`config.mk`:
```
export PLATFORM = sky130hd
export DESIGN_NAME = mem_request_sequencer
export DESIGN_NICKNAME = d
export VERILOG_FILES = /design/src/rtl/mem_request_sequencer_pkg.sv /design/src/rtl/mem_cmd_serializer.sv /design/src/rtl/mem_request_sequencer.sv
export SDC_FILE = /design/constraint.sdc
export NUM_CORES = 1
export LEC_CHECK = 0
export ABC_AREA = 1
export CORE_MARGIN = 8
export CORE_UTILIZATION = 35
export CTS_CLUSTER_SIZE = 10
export DETAILED_ROUTE_END_ITERATION = 8
export HOLD_SLACK_MARGIN = 0.05
export SLEW_MARGIN = 0
export SYNTH_ARGS = -nofsm -noshare
export SYNTH_HDL_FRONTEND = slang
export SYNTH_HIERARCHICAL = 1
export SYNTH_SLANG_ARGS = --single-unit
```
`constraint.sdc`:
```
create_clock -name clk_i -period 2.3 [get_ports clk_i]
set_clock_uncertainty 0.1 [all_clocks]
set_input_delay 0.345 -clock clk_i [delete_from_list [all_inputs] [get_ports clk_i]]
set_output_delay 0.345 -clock clk_i [all_outputs]
set_load 0.05 [all_outputs]
```
`src/rtl/mem_request_sequencer_pkg.sv`:
```
// Shared constants, FSM state type and command-byte helper for the memory request sequencer.
// The optional stall timeout is enabled with MEM_SEQ_TIMEOUT_EN.
package mem_request_sequencer_pkg;

  localparam logic [7:0]  MEM_OP_READ   = 8'h01;
  localparam logic [7:0]  MEM_OP_WRITE  = 8'h02;
  localparam int unsigned CMD_BYTES     = 9;
  localparam logic [15:0] TIMEOUT_LIMIT = 16'hFFFF;

  typedef enum logic [2:0] {
    StIdle,
    StCmd,
    StWdata,
    StRdata,
    StFin
  } seq_state_e;

  // Byte 0 (opcode) is loaded separately at start; this covers address and count bytes.
  function automatic logic [7:0] cmd_byte(logic [3:0] idx, logic [31:0] addr,
                                          logic [31:0] count);
    logic [7:0] b;
    case (idx)
      4'd1:    b = addr[31:24];
      4'd2:    b = addr[23:16];
      4'd3:    b = addr[15:8];
      4'd4:    b = addr[7:0];
      4'd5:    b = count[31:24];
      4'd6:    b = count[23:16];
      4'd7:    b = count[15:8];
      4'd8:    b = count[7:0];
      default: b = 8'h00;
    endcase
    return b;
  endfunction

endpackage

```
`src/rtl/mem_cmd_serializer.sv`:
```
// Serializes opcode, 32-bit address and 32-bit count into a registered 9-byte command stream.
module mem_cmd_serializer
  import mem_request_sequencer_pkg::*;
#(
  parameter int unsigned InterfaceWidth = 8
) (
  input  logic                      clk_i,
  input  logic                      reset_ni,
  input  logic                      start_i,
  input  logic                      abort_i,
  input  logic [7:0]                opcode_i,
  input  logic [31:0]               addr_i,
  input  logic [31:0]               count_i,
  output logic                      cmd_valid_o,
  input  logic                      cmd_ready_i,
  output logic [InterfaceWidth-1:0] cmd_data_o,
  output logic                      last_o
);

  logic [3:0] idx_q;
  logic       valid_q;
  logic [7:0] byte_q;

  assign last_o      = valid_q && (idx_q == 4'(CMD_BYTES - 1));
  assign cmd_valid_o = valid_q;
  assign cmd_data_o  = InterfaceWidth'(byte_q);

  always_ff @(posedge clk_i) begin
    if (!reset_ni || abort_i) begin
      idx_q   <= 4'd0;
      valid_q <= 1'b0;
      byte_q  <= 8'h00;
    end else if (start_i) begin
      idx_q   <= 4'd0;
      valid_q <= 1'b1;
      byte_q  <= opcode_i;
    end else if (valid_q && cmd_ready_i) begin
      if (last_o) begin
        idx_q   <= 4'd0;
        valid_q <= 1'b0;
        byte_q  <= 8'h00;
      end else begin
        idx_q  <= idx_q + 4'd1;
        byte_q <= cmd_byte(idx_q + 4'd1, addr_i, count_i);
      end
    end
  end

endmodule

```
`src/rtl/mem_request_sequencer.sv`:
```
// Block request sequencer: command serialization, write/read data metering and completion.
// Define MEM_SEQ_TIMEOUT_EN to abort transactions stalled for 65535 cycles.
module mem_request_sequencer
  import mem_request_sequencer_pkg::*;
#(
  parameter int unsigned InterfaceWidth = 8,
  parameter int unsigned AddrWidth      = 28,
  parameter int unsigned CountWidth     = 32
) (
  input  logic                      clk_i,
  input  logic                      reset_ni,
  input  logic                      req_valid_i,
  output logic                      req_ready_o,
  input  logic                      req_write_i,
  input  logic [31:0]               req_addr_i,
  input  logic [CountWidth-1:0]     req_count_i,
  output logic                      cmd_valid_o,
  input  logic                      cmd_ready_i,
  output logic [InterfaceWidth-1:0] cmd_data_o,
  input  logic                      src_valid_i,
  output logic                      src_ready_o,
  input  logic [InterfaceWidth-1:0] src_data_i,
  output logic                      wr_valid_o,
  input  logic                      wr_ready_i,
  output logic [InterfaceWidth-1:0] wr_data_o,
  input  logic                      rd_valid_i,
  output logic                      rd_ready_o,
  input  logic [InterfaceWidth-1:0] rd_data_i,
  output logic                      snk_valid_o,
  input  logic                      snk_ready_i,
  output logic [InterfaceWidth-1:0] snk_data_o,
  output logic                      done_o,
  output logic                      err_o
);

  localparam logic [31:0] AddrMask = 32'((64'd1 << AddrWidth) - 64'd1);

  seq_state_e            state_q;
  logic                  write_q;
  logic [31:0]           addr_q;
  logic [CountWidth-1:0] count_q;
  logic                  done_q;
  logic                  err_q;

  logic start, cmd_last, cmd_hs, wr_hs, rd_hs, timeout;

  assign req_ready_o = (state_q == StIdle);
  assign start       = req_ready_o && req_valid_i && (req_count_i != '0);
  assign cmd_hs      = cmd_valid_o && cmd_ready_i;
  assign wr_hs       = (state_q == StWdata) && src_valid_i && wr_ready_i;
  assign rd_hs       = (state_q == StRdata) && rd_valid_i && snk_ready_i;
  assign done_o      = done_q;
  assign err_o       = err_q;

`ifdef MEM_SEQ_TIMEOUT_EN
  logic [15:0] stall_q;
  logic        active;

  assign active  = (state_q == StCmd) || (state_q == StWdata) || (state_q == StRdata);
  // Fires on the stall cycle that would bring the counter to the limit.
  assign timeout = active && !(cmd_hs || wr_hs || rd_hs) && (stall_q == TIMEOUT_LIMIT - 16'd1);

  always_ff @(posedge clk_i) begin
    if (!reset_ni || !active || cmd_hs || wr_hs || rd_hs || timeout) begin
      stall_q <= 16'd0;
    end else begin
      stall_q <= stall_q + 16'd1;
    end
  end
`else
  assign timeout = 1'b0;
`endif

  mem_cmd_serializer #(
    .InterfaceWidth(InterfaceWidth)
  ) u_cmd_serializer (
    .clk_i      (clk_i),
    .reset_ni   (reset_ni),
    .start_i    (start),
    .abort_i    (timeout),
    .opcode_i   (req_write_i ? MEM_OP_WRITE : MEM_OP_READ),
    .addr_i     (addr_q),
    .count_i    (32'(count_q)),
    .cmd_valid_o(cmd_valid_o),
    .cmd_ready_i(cmd_ready_i),
    .cmd_data_o (cmd_data_o),
    .last_o     (cmd_last)
  );

  always_comb begin
    wr_valid_o  = 1'b0;
    wr_data_o   = '0;
    src_ready_o = 1'b0;
    snk_valid_o = 1'b0;
    snk_data_o  = '0;
    rd_ready_o  = 1'b0;
    if (state_q == StWdata) begin
      wr_valid_o  = src_valid_i;
      wr_data_o   = src_data_i;
      src_ready_o = wr_ready_i;
    end
    if (state_q == StRdata) begin
      snk_valid_o = rd_valid_i;
      snk_data_o  = rd_data_i;
      rd_ready_o  = snk_ready_i;
    end
  end

  always_ff @(posedge clk_i) begin
    if (!reset_ni) begin
      state_q <= StIdle;
      write_q <= 1'b0;
      addr_q  <= 32'd0;
      count_q <= '0;
      done_q  <= 1'b0;
      err_q   <= 1'b0;
    end else begin
      done_q <= 1'b0;
      err_q  <= 1'b0;
      unique case (state_q)
        StIdle: begin
          if (req_valid_i) begin
            write_q <= req_write_i;
            addr_q  <= req_addr_i & AddrMask;
            count_q <= req_count_i;
            if (req_count_i == '0) begin
              state_q <= StFin;
              done_q  <= 1'b1;
              err_q   <= 1'b1;
            end else begin
              state_q <= StCmd;
            end
          end
        end
        StCmd: begin
          if (timeout) begin
            state_q <= StFin;
            done_q  <= 1'b1;
            err_q   <= 1'b1;
          end else if (cmd_last && cmd_ready_i) begin
            state_q <= write_q ? StWdata : StRdata;
          end
        end
        StWdata, StRdata: begin
          if (timeout) begin
            state_q <= StFin;
            done_q  <= 1'b1;
            err_q   <= 1'b1;
          end else if (wr_hs || rd_hs) begin
            count_q <= count_q - CountWidth'(1);
            if (count_q == CountWidth'(1)) begin
              state_q <= StFin;
              done_q  <= 1'b1;
            end
          end
        end
        StFin:   state_q <= StIdle;
        default: state_q <= StIdle;
      endcase
    end
  end

endmodule

```
==> summary.txt, run 1 <==
Placement
  – Cell Area, Placed: 0.00733 sq mm
  – Global placer's final weighted congestion: 0.958
  – Count of buffers inserted at the top-level ports: 116
  – Number of placed instances with taps included: 1268
  – Post-DP HPWL: 14.1 mm

Routing
  – Starting DRC count in detailed routing: 502
  – Vias: 6262
  – Router iterations before antenna repair: 6
  – Avg WL per Cell: 14.3 microns
  – Via density per instance: 4.88
  – WL final: 18.4 mm
  – Detailed-route DRC error count: 0
  – Count of nets left with antenna violations after detail routing: 0

Setup path
  – CP cell instances: ha_1 -> inv_1 -> nand2_1 -> nand2_4 -> inv_4 -> nor2_2 -> nand2_1 -> nand2_1 -> nor2_2 -> nand2_4 -> nand3_1 -> a21oi_1
  – Kind of cell adding the most delay to the critical path: simple AND/OR/NAND/NOR gates
  – Delay contributed by the slowest stage of the critical path: 460 ps
  – Worst Setup End Kind: flop
  – Worst-path fanout max: 28
  – Slowest cell on crit path: sky130_fd_sc_hd__dfxtp_1
  – Top cell by count, worst path: sky130_fd_sc_hd__nand2_1
  – Startpoint types: flop
  – Worst setup path class: reg -> reg
  – Arrival time worst endpoint: 2230 ps
  – Bufs and invs on worst path: 2
  – Required arrival time at the worst endpoint: 2430 ps

Global routing
  – Via count of the first global-routing pass: 5648
  – Pin count of the biggest net entering global routing: 61
  – Overall routing resource usage: 17.8%
  – Met1 layer usage reported by global route: 23.6%
  – Number of antenna violations at the first check in global routing: 0
  – Met2 Resource Use GR: 28.1%
  – Grt met3 use: 3.88%
  – Global-route wire length before repair: 28.9 mm
  – Most Used Layer, Global Route: met2
  – Total congestion overflow: 0

Timing
  – Highest Clock Rate: 477 MHz
  – Final number of setup-violating endpoints: 0
  – Transition at the pin with the smallest max-transition slack: 690 ps
  – RSZ-0062 raised after global routing: false
  – Final-report max-slew violation count: 0
  – Remaining max-slew budget at the tightest pin: 54.0%
  – Minimum period implied by the final worst setup slack: 2100 ps
  – Hold violation count in the final report: 0
  – Share of the clock period used by the worst path after layout: 91.1%

Finish
  – Area growth from synthesis to layout: 34.1%
  – Final design area excluding fillers: 0.00761 sq mm
  – Proportion of layout cells with a drive suffix above 1: 11.3%
  – Multi-input gate area: 0.00346 sq mm
  – Area occupied by registers: 0.00158 sq mm
  – Post-layout instance count excluding filler cells: 1283
  – # diodes: 0
  – Fill cell total of the finished layout: 1693
  – Final nets: 1160

Clocking
  – Buffers from clock root to sink, at most: 2
  – Max H-tree Level: 3
  – Number of clock sinks: 79
  – Total CTS buffers: 9
  – Skew-Pair Late Insertion Delay: 350 ps
  – CTS Root Cell: sky130_fd_sc_hd__clkbuf_16
  – Clock-pin slew of the registers on the worst-case setup and hold paths: 60 ps
  – TritonCTS clock tree: done

Power and ir drop
  – Sw Share: 48.8%
  – Pwr dens: 1060 mW/mm^2
  – Standby leakage power: 3.33 nW
  – Switching component of the power: 0.00395 W
  – Internal power summed over all cells: 0.00414 W
  – Part of the power in the clock network: 17.5%
  – Highest ir drop seen on vdd: 473 uV
  – Comb power frac: 55.9%
  – Reg power frac: 26.6%

Synthesis
  – Post-synth cell types: 42
  – Area fraction of the dominant cell type after synthesis: 27.9%
  – Share of the synthesized area in compound gates (AO/OA/AOI/OAI): 13.2%
  – Number of synthesized register bits: 79
  – Post-synthesis instance total: 943
  – XOR/XNOR share of the synthesized area: 0.463%
  – Most used flip-flop cell after synthesis: sky130_fd_sc_hd__dfxtp_1
  – Top cells by area in the synthesized netlist: sky130_fd_sc_hd__dfxtp_1 (28%), sky130_fd_sc_hd__nand2_1 (18%), sky130_fd_sc_hd__nor2_1 (8.9%)
  – Yosys warning total: 6
  – Cell area after synthesis: 0.00568 sq mm
  – Top post-synthesis cells by count: sky130_fd_sc_hd__nand2_1 (271), sky130_fd_sc_hd__nor2_1 (134), sky130_fd_sc_hd__inv_1 (88)
  – Basic-gate share of the synthesized area counting and, or, nand and nor cells: 44.7%
  – Share of async-settable or async-resettable flops after synthesis: 0%
  – Cell with the most instances after synthesis: sky130_fd_sc_hd__nand2_1
  – Adder-cell share of the synthesized area: 1.76%
  – Count of flip-flops with a built-in enable after synthesis: 0
  – Average cell area after synthesis: 6.02 sq um
  – Dominant combinational cell family by area after synthesis: simple AND/OR/NAND/NOR gates
  – Multiplexer share of the synthesized area: 0%
  – Dominant cell type by area after synthesis: sky130_fd_sc_hd__dfxtp_1
  – Sequential fraction of the synthesis area: 27.9%

Die
  – Width of the die: 143 microns
  – Die outline area: 0.0205 sq mm
  – Initial standard-cell utilization of the core: 35.7%
  – Row Count: 46
  – Core region area: 0.0159 sq mm
  – Die Ht: 143 microns
  – Count of pins on the block boundary: 121

Flow run
  – MaxCap Viol Count: 0

Hold path
  – Hold WC Path Type: reg -> reg

Run status
  – Status: finished clean
[path summary, 6_finish.rpt]
| kind | cells past startpoint | slack, ps | to | from |
|---|---|---|---|---|
| setup reg to reg | 12 | 200 | u_cmd_serializer/cmd_data_o[0] | u_cmd_serializer/idx_q[0] |
| hold reg to reg | 2 | 350 | write_q | write_q |
| setup / recovery | 12 | 200 | u_cmd_serializer/cmd_data_o[0] | u_cmd_serializer/idx_q[0] |
| hold / removal | 2 | 350 | write_q | write_q |
[logic make-up after synthesis]
| family | Yosys count |
|---|---|
| simple gates | 571 |
| buf+inv | 152 |
| compound gates | 129 |
| flops | 79 |
| fa+ha+maj | 8 |
| xor+xnor | 3 |
| other cells | 1 |
[worst register-to-register path, delay by kind of cell (launching register included)]
kind / cells / cell delay, ps
AND/OR/NAND/NOR: 8 / 810
flip-flops: 1 / 460
buffers and inverters: 2 / 320
adder cells (fa/ha/maj): 1 / 220
AO/OA/AOI/OAI: 1 / 70
[repair_timing]
item	4_1_cts	5_1_grt
hold buffers	0	0
endpoints found under the setup margin	0	1
setup buffers	0	0
hold endpoints to repair	0	0
resized for setup	0	1
[power groups by stage]
stage / Clock, W / Sequential, W / Combinational, W
detailed placement: 0 / 0.00217 / 0.00448
finish: 0.00142 / 0.00215 / 0.00452
global route: 0.00150 / 0.00219 / 0.00505
CTS: 0.00144 / 0.00214 / 0.00450
floorplan: 0 / 0.00206 / 0.00320
global placement: 0 / 0.00217 / 0.00446
[placed cells by master (no fill, tap or decap), types with 3 or more instances in the layout]
cell type | synthesis | layout
sky130_fd_sc_hd__a21oi_1 | 66 | 66
sky130_fd_sc_hd__a21oi_2 | 9 | 9
sky130_fd_sc_hd__buf_12 | 1 | 22
sky130_fd_sc_hd__buf_4 | 7 | 30
sky130_fd_sc_hd__clkbuf_16 | 0 | 9
sky130_fd_sc_hd__clkdlybuf4s50_1 | 0 | 95
sky130_fd_sc_hd__clkinv_1 | 6 | 6
sky130_fd_sc_hd__conb_1 | 1 | 11
sky130_fd_sc_hd__dfxtp_1 | 79 | 79
sky130_fd_sc_hd__ha_1 | 8 | 8
sky130_fd_sc_hd__inv_1 | 88 | 88
sky130_fd_sc_hd__inv_2 | 8 | 8
sky130_fd_sc_hd__nand2_1 | 271 | 270
sky130_fd_sc_hd__nand2_2 | 4 | 5
sky130_fd_sc_hd__nand2_4 | 3 | 3
sky130_fd_sc_hd__nand3_1 | 69 | 69
sky130_fd_sc_hd__nand4_1 | 67 | 67
sky130_fd_sc_hd__nor2_1 | 134 | 134
sky130_fd_sc_hd__nor2_2 | 6 | 6
sky130_fd_sc_hd__nor2_4 | 3 | 3
sky130_fd_sc_hd__nor3_1 | 3 | 3
sky130_fd_sc_hd__o211ai_1 | 3 | 3
sky130_fd_sc_hd__o21ai_0 | 31 | 31
sky130_fd_sc_hd__o21ai_2 | 11 | 11
sky130_fd_sc_hd__or2_2 | 4 | 4
[state kept, by name (all words and copies together) (netlist names)]
| name | cells |
|---|---|
| u_cmd_serializer/idx_q | 4 |
| err_o | 1 |
| state_q | 3 |
| addr_q | 28 |
| u_cmd_serializer/cmd_valid_o | 1 |
| u_cmd_serializer/cmd_data_o | 8 |
| write_q | 1 |
| count_q | 32 |
| done_o | 1 |
[layout make-up]
| class | instances | area share, % |
|---|---|---|
| sequential | 79 | 20.8 |
| clock buffer | 11 | 3.06 |
| inverter | 103 | 5.11 |
| timing repair buffer | 148 | 21.4 |
| clock inverter | 4 | 0.625 |
| multi-input combinational | 722 | 45.5 |
| tap | 216 | 3.55 |
[layer usage]
| layer | vias up | share of wire, % |
|---|---|---|
| li1 | 3285 | - |
| met1 | 2789 | 47 |
| met2 | 173 | 45 |
| met3 | 15 | 7.1 |
| met4 | 0 | 1.3 |
| met5 | - | 0 |
[per-stage QoR]
stage	utilization [%]	power, W	setup slack, ps	hold slack (ps)	setup TNS (ps)
6_report	47.9	0.00809	204	354	0
5_1_grt	47.9	0.00874	11.6	380	0
4_1_cts	47.9	0.00808	16.0	359	0
3_5_place_dp	46.1	0.00665	-191	350	-1590
3_3_place_gp	46.1	0.00664	-133	348	-1100
2_1_floorplan	-	0.00525	79.4	330	0
Note: power is estimated with default switching activity, not from simulation.
==> run 2, diff against run 1 <==
--- a/config.mk
+++ b/config.mk
@@ -11,7 +11,6 @@
 export CTS_CLUSTER_SIZE = 10
 export DETAILED_ROUTE_END_ITERATION = 8
 export HOLD_SLACK_MARGIN = 0.05
-export SLEW_MARGIN = 0
 export SYNTH_ARGS = -nofsm -noshare
 export SYNTH_HDL_FRONTEND = slang
 export SYNTH_HIERARCHICAL = 1
==> results of run 2 <==
Same layout as run 1: the final DEF is identical, and so are final timing and power.
